==> config.mk <==
export PLATFORM = sky130hd
export DESIGN_NAME = branch_ctrl
export DESIGN_NICKNAME = d
export VERILOG_FILES = /design/src/rtl/branch_pkg.sv /design/src/rtl/ret_stack.sv /design/src/rtl/branch_ctrl.sv
export SDC_FILE = /design/constraint.sdc
export NUM_CORES = 1
export LEC_CHECK = 0
export ABC_AREA = 1
export CORE_AREA = 3 3 201 203
export DETAILED_ROUTE_END_ITERATION = 10
export DIE_AREA = 0 0 204 206
export PLACE_DENSITY = 0.56
export SLEW_MARGIN = 20
export SYNTH_ARGS = -nofsm -noshare
export SYNTH_HDL_FRONTEND = slang
export SYNTH_SLANG_ARGS = --single-unit
==> constraint.sdc <==
create_clock -name clk -period 3.1 [get_ports clk]
set_input_delay 0.31 -clock clk [delete_from_list [all_inputs] [get_ports clk]]
set_output_delay 0.31 -clock clk [all_outputs]
set_load 0.02 [all_outputs]
==> src/rtl/branch_pkg.sv <==
// Shared types and default widths for the branch controller slice.
package branch_pkg;

    localparam int unsigned PC_W  = 12;  // program-counter / target width
    localparam int unsigned OFF_W = 8;   // signed relative offset width
    localparam int unsigned IDX_W = 4;   // LUT index width
    localparam int unsigned STK_N = 4;   // return-stack depth

    typedef enum logic [2:0] {
        NONE = 3'd0,
        BEQZ = 3'd1,
        BNEZ = 3'd2,
        JMP  = 3'd3,
        CALL = 3'd4,
        RET  = 3'd5,
        HALT = 3'd6
    } br_op_e;

endpackage

==> src/rtl/ret_stack.sv <==
// Call/return address stack; push and pop are never asserted together.
module ret_stack #(
    parameter int unsigned D = 12,
    parameter int unsigned S = 4
) (
    input  logic         clk,
    input  logic         reset,
    input  logic         push,
    input  logic         pop,
    input  logic [D-1:0] push_data,
    output logic [D-1:0] top,
    output logic         full,
    output logic         empty
);

    localparam int unsigned SPW = $clog2(S + 1);
    localparam int unsigned IW  = $clog2(S);

    logic [SPW-1:0] sp_q;
    logic [SPW-1:0] sp_d;
    logic [D-1:0]   mem_q [S];

    assign full  = (sp_q == SPW'(S));
    assign empty = (sp_q == '0);
    // Top is only meaningful when not empty.
    assign top   = mem_q[IW'(sp_q - SPW'(1))];

    // Stack-pointer next state.
    always_comb begin
        sp_d = sp_q;
        if (push && !full) begin
            sp_d = sp_q + SPW'(1);
        end else if (pop && !empty) begin
            sp_d = sp_q - SPW'(1);
        end
    end

    // Stack pointer register; contents are discarded by resetting sp.
    always_ff @(posedge clk) begin
        if (reset) begin
            sp_q <= '0;
        end else begin
            sp_q <= sp_d;
        end
    end

    // Entry storage written on push.
    always_ff @(posedge clk) begin
        if (!reset && push && !full) begin
            mem_q[IW'(sp_q)] <= push_data;
        end
    end

endmodule

==> src/rtl/branch_ctrl.sv <==
// Drives PC control (relative/absolute jump, target, Done) from the decoded branch field.
import branch_pkg::*;

module branch_ctrl #(
    parameter int unsigned D = PC_W,
    parameter int unsigned O = OFF_W,
    parameter int unsigned L = IDX_W,
    parameter int unsigned S = STK_N
) (
    input  logic         clk,
    input  logic         reset,
    input  logic [D-1:0] prog_ctr,
    input  logic [2:0]   br_op,
    input  logic [O-1:0] offset,
    input  logic [L-1:0] lut_idx,
    input  logic         zero_flag,
    input  logic         lut_we,
    input  logic [L-1:0] lut_waddr,
    input  logic [D-1:0] lut_wdata,
    output logic         reljump_en,
    output logic         absjump_en,
    output logic [D-1:0] target,
    output logic         Done,
    output logic         stack_ovf,
    output logic         stack_unf
);

    localparam int unsigned LUT_N = 2 ** L;

    logic [D-1:0] lut_q [LUT_N];
    logic         done_q, done_d;
    logic         ovf_q, ovf_d;
    logic         unf_q, unf_d;

    logic         push, pop;
    logic         stk_full, stk_empty;
    logic [D-1:0] stk_top;
    logic [D-1:0] off_sext;
    logic [D-1:0] ret_addr;

    logic         halt_now, fault_now, ovf_set, unf_set, done_c;

    assign off_sext = {{(D - O){offset[O-1]}}, offset};
    assign ret_addr = prog_ctr + D'(1);

    ret_stack #(.D(D), .S(S)) u_stack (
        .clk      (clk),
        .reset    (reset),
        .push     (push),
        .pop      (pop),
        .push_data(ret_addr),
        .top      (stk_top),
        .full     (stk_full),
        .empty    (stk_empty)
    );

    // Output mux, fault detection and Done; everything forced low in reset or once done.
    always_comb begin
        reljump_en = 1'b0;
        absjump_en = 1'b0;
        target     = '0;
        push       = 1'b0;
        pop        = 1'b0;
        halt_now   = 1'b0;
        fault_now  = 1'b0;
        ovf_set    = 1'b0;
        unf_set    = 1'b0;

        case (br_op_e'(br_op))
            BEQZ: begin
                reljump_en = zero_flag;
                target     = off_sext;
            end
            BNEZ: begin
                reljump_en = !zero_flag;
                target     = off_sext;
            end
            JMP: begin
                absjump_en = 1'b1;
                target     = lut_q[lut_idx];
            end
            CALL: begin
                if (stk_full) begin
                    fault_now = 1'b1;
                    ovf_set   = !done_q;
                end else begin
                    absjump_en = 1'b1;
                    target     = lut_q[lut_idx];
                    push       = 1'b1;
                end
            end
            RET: begin
                if (stk_empty) begin
                    fault_now = 1'b1;
                    unf_set   = !done_q;
                end else begin
                    absjump_en = 1'b1;
                    target     = stk_top;
                    pop        = 1'b1;
                end
            end
            HALT:    halt_now = 1'b1;
            default: ;
        endcase

        done_c = done_q || halt_now || fault_now;
        done_d = done_c;
        ovf_d  = ovf_q || ovf_set;
        unf_d  = unf_q || unf_set;

        // Once done the PC holds and the stack is frozen.
        if (done_c || reset) begin
            reljump_en = 1'b0;
            absjump_en = 1'b0;
            target     = '0;
            push       = 1'b0;
            pop        = 1'b0;
        end

        Done      = !reset && done_c;
        stack_ovf = !reset && ovf_d;
        stack_unf = !reset && unf_d;
    end

    // Sticky status flags and the absolute-target LUT (writes accepted even when done).
    always_ff @(posedge clk) begin
        if (reset) begin
            done_q <= 1'b0;
            ovf_q  <= 1'b0;
            unf_q  <= 1'b0;
            for (int i = 0; i < LUT_N; i++) begin
                lut_q[i] <= '0;
            end
        end else begin
            done_q <= done_d;
            ovf_q  <= ovf_d;
            unf_q  <= unf_d;
            if (lut_we) begin
                lut_q[lut_waddr] <= lut_wdata;
            end
        end
    end

endmodule

# After elaboration in Yosys (flattened, before gate mapping)
# Memory sizes are Yosys's and may differ from the RTL's.
# Cells that the tools add are included.
dict set report word_totals {
  memories 2
  mem_bits_ro 0
  ram_bits 240
  regBits 6
  out_inout_bits 17
  word_cells 71
  input_bits 47
  latchBits 0
}
dict set report classes {
  n_reduce_logical 21
  div_mod_pow 0
  n_eq_ne 7
  n_bitwise 0
  multipliers 0
  n_mux 34
  n_shift 0
  n_lt_le_gt_ge 0
  n_addsub 3
}
# memory depth word_bits rd rd_ports_with_merged_regs wr line_no
set memory_table {}
lappend memory_table {lut_q 16 12 1 0 16 branch_ctrl.sv:30} ;# logic [D-1:0] lut_q [LUT_N];
lappend memory_table {u_stack.mem_q 4 12 1 0 1 ret_stack.sv:21} ;# logic [D-1:0] mem_q [S];
# cell count
set op_table {}
lappend op_table {{two-way mux 12 bit} 4}
lappend op_table {{one-hot mux 12 bit (4 select lines)} 1}
lappend op_table {{two-way mux 1 bit} 23}
lappend op_table {{adder 12 x 1 -> 12 bit, second input constant} 1}
lappend op_table {{== test 3 bit, second input constant} 4}
lappend op_table {{OR reduction 12 bit} 1}
lappend op_table {{logical AND 1 bit} 7}
lappend op_table {{== test 3 x 2 -> 1 bit, second input constant} 2}
lappend op_table {{two-way mux 3 bit} 2}
lappend op_table {{logical NOT 1 bit} 5}
lappend op_table {{logical OR 1 bit} 5}
lappend op_table {{two-way mux 4 bit} 1}
lappend op_table {{one-hot mux 1 bit (2 select lines)} 2}
lappend op_table {{adder 3 x 1 -> 3 bit, second input constant} 1}
lappend op_table {{== test 3 x 1 -> 1 bit, second input constant} 1}
lappend op_table {{logical NOT 3 bit} 1}
lappend op_table {{one-hot mux 1 bit (3 select lines)} 1}
lappend op_table {{subtractor 3 x 1 -> 3 bit, second input constant} 1}
lappend op_table {{nonzero test 2 bit} 1}
lappend op_table {{OR reduction 2 bit} 1}

# Depth between registers and ports, before layout
dict set report logic_depth {
  ltp_word 10
  ltp_mapped 13
  ltp_nobuf 12
}

# By module
# A second synthesis with hierarchy kept.
dict set report hier_totals {
  hier_cells 1181
  area_unflattened_um2 11496.0
}
# module area_each_um2 instances cells_each seq_area_each_um2
set by_module_without_submodules {}
lappend by_module_without_submodules {branch_ctrl 9429.0 1 1018 5825.6}
lappend by_module_without_submodules {ret_stack 2067.0 1 163 1501.4}

# Worst setup path after synthesis
# OpenSTA, ideal clock, no wires.
dict set report synth_timing {
  path_type {reg-to-reg}
  start {reg u_stack.sp_q[0]}
  end {mem u_stack.mem_q[2][0] (enable)}
  setup_time_ps 380
  period_less_slack_ps 2509
  path_slack_ps 591
  t_required_ps 2720
  stages_incl_launch_ff 11
  n_path_buf 1
  arrival_ps 2129
  path_cell_list {dfxtp_1 clkinv_1 buf_2 ha_1 inv_1 nor2_1 nand2_1 nand2_2 nor2_8 nand3_2 nor2_1}
}
dict set report synth_via {
  elab_chain_cells 10
  elab_cells_between_ends 15
  cone_classes {eq/ne: 1; mux: 8; reduce/logical: 6}
}
# element line_no
set synth_rtl {}
lappend synth_rtl {{start, declared} ret_stack.sv:19} ;# logic [SPW-1:0] sp_q;
lappend synth_rtl {{start signal, assigned} ret_stack.sv:43} ;# sp_q <= sp_d;
lappend synth_rtl {{== test 3 bit or logical NOT 3 bit (tied branches)} {ret_stack.sv:23, ret_stack.sv:24}}
lappend synth_rtl {{two-way mux 1 bit, on equally long branches} {branch_ctrl.sv:83, branch_ctrl.sv:93}}
lappend synth_rtl {{one-hot mux 1 bit (2 select lines)} branch_ctrl.sv:69} ;# case (br_op_e'(br_op))
lappend synth_rtl {{logical OR 1 bit} branch_ctrl.sv:106} ;# done_c = done_q || halt_now || fault_now;
lappend synth_rtl {{logical OR 1 bit} branch_ctrl.sv:112} ;# if (done_c || reset) begin
lappend synth_rtl {{two-way mux 1 bit} branch_ctrl.sv:112}
lappend synth_rtl {{logical AND 1 bit (2 in a row)} ret_stack.sv:49} ;# if (!reset && push && !full) begin
lappend synth_rtl {{two-way mux 1 bit} ret_stack.sv:49}
lappend synth_rtl {{two-way mux 1 bit (not written as such)} ret_stack.sv:50} ;# mem_q[IW'(sp_q)] <= push_data;
lappend synth_rtl {{end, declared} ret_stack.sv:21}
# Several ways; a longest one is shown, not always the timed one.

# Worst setup path after layout
dict set report layout_timing {
  start {reg u_stack.sp_q[1]}
  end {out target[10]}
}
dict set report layout_via {
  elab_chain_cells 6
  elab_cells_between_ends 13
  cone_classes {add/sub: 1; eq/ne: 1; mux: 7; reduce/logical: 3; memory: 1}
}
# element line_no
set layout_rtl {}
lappend layout_rtl {{branches (longest 5 deep; another with memory (4 x 12 bit))} -}
lappend layout_rtl {{two-way mux 12 bit *} branch_ctrl.sv:112}
lappend layout_rtl {{end, declared} branch_ctrl.sv:22} ;# output logic [D-1:0] target,
# Mark *: on every way between the ends.

==> out/metrics.json <==
{
  "peakVddDrop": {"value": 0.000417, "unit": "V"},
  "static-leakage-power": {"value": 5.37, "unit": "nW"},
  "drv_slew": {"value": 0},
  "crit_start": {"value": "u_stack.sp_q[1]"},
  "cpMaxStageDelayCell": {"value": "dfxtp_1"},
  "drcViolationCount": {"value": 0},
  "finalSetupViolCount": {"value": 0},
  "drt_wl_total": {"value": 31900, "unit": "µm"},
  "grt_antenna_before_repair": {"value": 0},
  "synth-edff-count": {"value": 240},
  "critical_path.max_stage_delay": {"value": 0.37, "unit": "ns"},
  "post_synth_xor_area_fraction": {"value": 0.980, "unit": "%"},
  "synth-compound-area-share": {"value": 2.56, "unit": "%"},
  "placement.cell_area": {"value": 12800, "unit": "µm²"},
  "grt_pass1_vias": {"value": 8483},
  "end_kind": {"value": "output pin"},
  "cts_num_sinks": {"value": 246},
  "hpwl": {"value": 21000, "unit": "µm"},
  "global_route.usage.total": {"value": 15.1, "unit": "%"},
  "detail-route-antenna-nets": {"value": 0},
  "cts-buffers-inserted": {"value": 28},
  "critPathLaunchType": {"value": "register"},
  "rows": {"value": 72},
  "power-per-cell-area": {"value": 568, "unit": "nW/µm²"},
  "cpLargestDelayFamily": {"value": "buffers and inverters"},
  "die_area": {"value": 42000, "unit": "µm²"},
  "placement.setup.worst_slack": {"value": 0.0990, "unit": "ns"},
  "postSynthNetCount": {"value": 1260},
  "yosys_most_used_dff": {"value": "edfxtp_1"},
  "worst_slack": {"value": 0.186, "unit": "ns"},
  "stdcell_area": {"value": 13600, "unit": "µm²"},
  "drt_first_iter_violations": {"value": 698},
  "synth_sequential_area_ratio": {"value": 63.0, "unit": "%"},
  "synth_area_leader_cell": {"value": "edfxtp_1"},
  "async_sr_flop_fraction": {"value": 0, "unit": "%"},
  "grt_pass1_wl": {"value": 49500, "unit": "µm"},
  "final.fill_count": {"value": 3940},
  "clockRootBuffer": {"value": "clkbuf_16"},
  "gp_routability_congestion": {"value": 0.839},
  "mux_share_of_post_synthesis_cell_area": {"value": 0.0969, "unit": "%"},
  "die_h": {"value": 206, "unit": "µm"},
  "yosys.cell_types.count": {"value": 36},
  "crit_arrival": {"value": 2.60, "unit": "ns"},
  "avgViaCountPerCell": {"value": 4.75},
  "worstPathMaxFanout": {"value": 13},
  "cap_violations": {"value": 0},
  "drt_pre_antenna_iters": {"value": 5},
  "period_share": {"value": 94.0, "unit": "%"},
  "critical_path.cell_chain": {"value": "inv_1 -> ha_1 -> buf_4 -> o21ai_0 -> o22ai_1 -> nand2_1 -> nand2_1 -> inv_1 -> a21oi_2 -> dlygate4sd2_1"},
  "die-width": {"value": 204, "unit": "µm"},
  "worst_r2r_startpoint": {"value": "u_stack.sp_q[1]"},
  "final_net_count": {"value": 1312},
  "yosysWarningCount": {"value": 0},
  "timing.final.hold_violations": {"value": 0},
  "synthDominantCellAreaShare": {"value": 62.0, "unit": "%"},
  "place.port_buffers": {"value": 63},
  "skew": {"value": 0.00511, "unit": "ns"},
  "clk_path_buf_depth": {"value": 3},
  "worstHoldPathType": {"value": "register to register"},
  "average_wire_length_per_cell_after_detail_routing": {"value": 17.8, "unit": "µm"},
  "critical_path_buf_inv_count": {"value": 4},
  "area_growth_syn_to_layout": {"value": 17.5, "unit": "%"},
  "synth.top_cells.by_area": {"value": "edfxtp_1, nand2_1, nor2_1"},
  "ctsHtreeMaxLevel": {"value": 1},
  "sequential_cell_area": {"value": 7330, "unit": "µm²"},
  "post-synth-top-count-cell": {"value": "nand2_1"},
  "synth-simple-area-share": {"value": 27.3, "unit": "%"},
  "fin_worst_hold_slack": {"value": 0.460, "unit": "ns"},
  "synth_top_family_by_area": {"value": "simple AND/OR/NAND/NOR gates"},
  "detailroute.via_count": {"value": 8531},
  "insertion_delay": {"value": 0.54, "unit": "ns"},
  "hold_buffers": {"value": 0},
  "grt_overflow": {"value": 0},
  "timing.max_slew.rel_slack": {"value": 37.7, "unit": "%"},
  "grt_setup_unrepaired": {"value": "false"},
  "post_syn_area": {"value": 11600, "unit": "µm²"},
  "maximum_number_of_pins_on_one_net_before_global_route_repair": {"value": 49},
  "multi_input_area": {"value": 3670, "unit": "µm²"},
  "max_freq": {"value": 343, "unit": "MHz"},
  "fin_crit": {"value": 2.91, "unit": "ns"},
  "insertedDiodeCount": {"value": 0},
  "synth.cells.most_frequent": {"value": "nand2_1, nor2_1, edfxtp_1"},
  "core_region_area": {"value": 38600, "unit": "µm²"},
  "synth_adder_area_share": {"value": 0.646, "unit": "%"},
  "clk_transition_reported_paths": {"value": 0.06, "unit": "ns"},
  "timing.setup.critical_path_class": {"value": "register to output pin"},
  "p_total": {"value": 7.75, "unit": "mW"},
  "status": {"value": "finished, final reports clean"},
  "critical_path_required": {"value": 2.79, "unit": "ns"},
  "timing.setup.tns": {"value": 0, "unit": "ns"},
  "hp-start": {"value": "ovf_q"},
  "worst_pin_slew": {"value": 0.933, "unit": "ns"},
  "yosys_register_bits": {"value": 246},
  "pin_count": {"value": 64},
  "tritoncts": {"value": "done"},
  "final_layout_size_suffix_gt1_share": {"value": 8.61, "unit": "%"},
  "syn_area_per_cell": {"value": 9.63, "unit": "µm²"},
  "postSynthCellCount": {"value": 1207},
  "start_util": {"value": 30.1, "unit": "%"}
}
final cells by class:
class                   count  share of cell area, %
flip-flops and latches    246                   53.7
well taps                 518                   4.75
multi-input cells         830                   26.9
inverters                  54                   1.53
clock inverters            19                   1.10
repair buffers             99                   6.89
clock buffers              30                   5.19
worst reg2reg max path, cell delays in order, from the launching register on:
cell	delay, ns
dfxtp_1	0.37
inv_1	0.09
ha_1	0.20
inv_1	0.08
nor2_1	0.09
nand2_1	0.10
nand2_2	0.08
nor2_8	0.16
nand3_2	0.13
nor2_1	0.18
buf_4	0.21
power by group:
part,internal (mW),switching (mW)
clock network,1.81,1.35
registers,3.81,0.0431
logic,0.227,0.519
total,5.84,1.91
flip-flops by register name, summed over array words and instances, names as in the netlist:
| signal | count |
|---|---|
| ovf_q | 1 |
| done_q | 1 |
| u_stack.sp_q | 3 |
| unf_q | 1 |
| lut_q | 192 |
| u_stack.mem_q | 48 |
cell families after synthesis:
logic type | Yosys count
xor+xnor | 13
mux | 1
compound gates | 50
flops | 246
fa+ha+maj | 6
simple gates | 760
buf+inv | 131
metal layers:
layer,vias to the layer above,track usage (%),wire length [µm]
met5,-,0,0
met4,0,4.03,831
met3,51,2.46,1720
met2,255,24.4,14800
met1,4104,21.3,14600
li1,4121,-,-
metrics by stage:
stage,utilization [%],std cells
after floorplan,-,1207
after global placement,33.1,1747
after detailed placement,33.1,1747
after CTS,35.3,1796
after global routing,35.3,1796
final,35.3,1796
what timing repair did:
action / 4_1_cts / 5_1_grt
endpoints found under the setup margin: 12 / 4
buffers inserted: 0 / 0
pin swaps: 0 / 0
gates resized for setup: 13 / 5
gates cloned: 0 / 0
worst paths after layout:
path,to,slack (ns),depth (start not counted)
setup reg to reg,u_stack.mem_q[0][4],1.11,10
hold reg to reg,ovf_q,0.46,2
hold / removal,ovf_q,0.46,2
setup / recovery,target[10],0.19,10
placed cells by master, fill, tap and decap left out, types with 3 or more instances in the layout:
cell type        instances
ha_1                     6
clkinv_1                 9
dlygate4sd2_1           10
nor2_1                 244
clkdlybuf4s50_1         47
nor3_1                   5
dfxtp_1                  6
inv_1                   45
edfxtp_1               240
o21ai_0                 24
nand2_1                334
inv_2                    6
nand2_2                  3
clkinv_2                 7
buf_12                   5
o22ai_1                 12
a21oi_1                  4
nand3_1                160
xor2_1                  11
clkbuf_16               28
buf_4                   31
a21oi_2                  8
(Power assumes the default switching activity.)
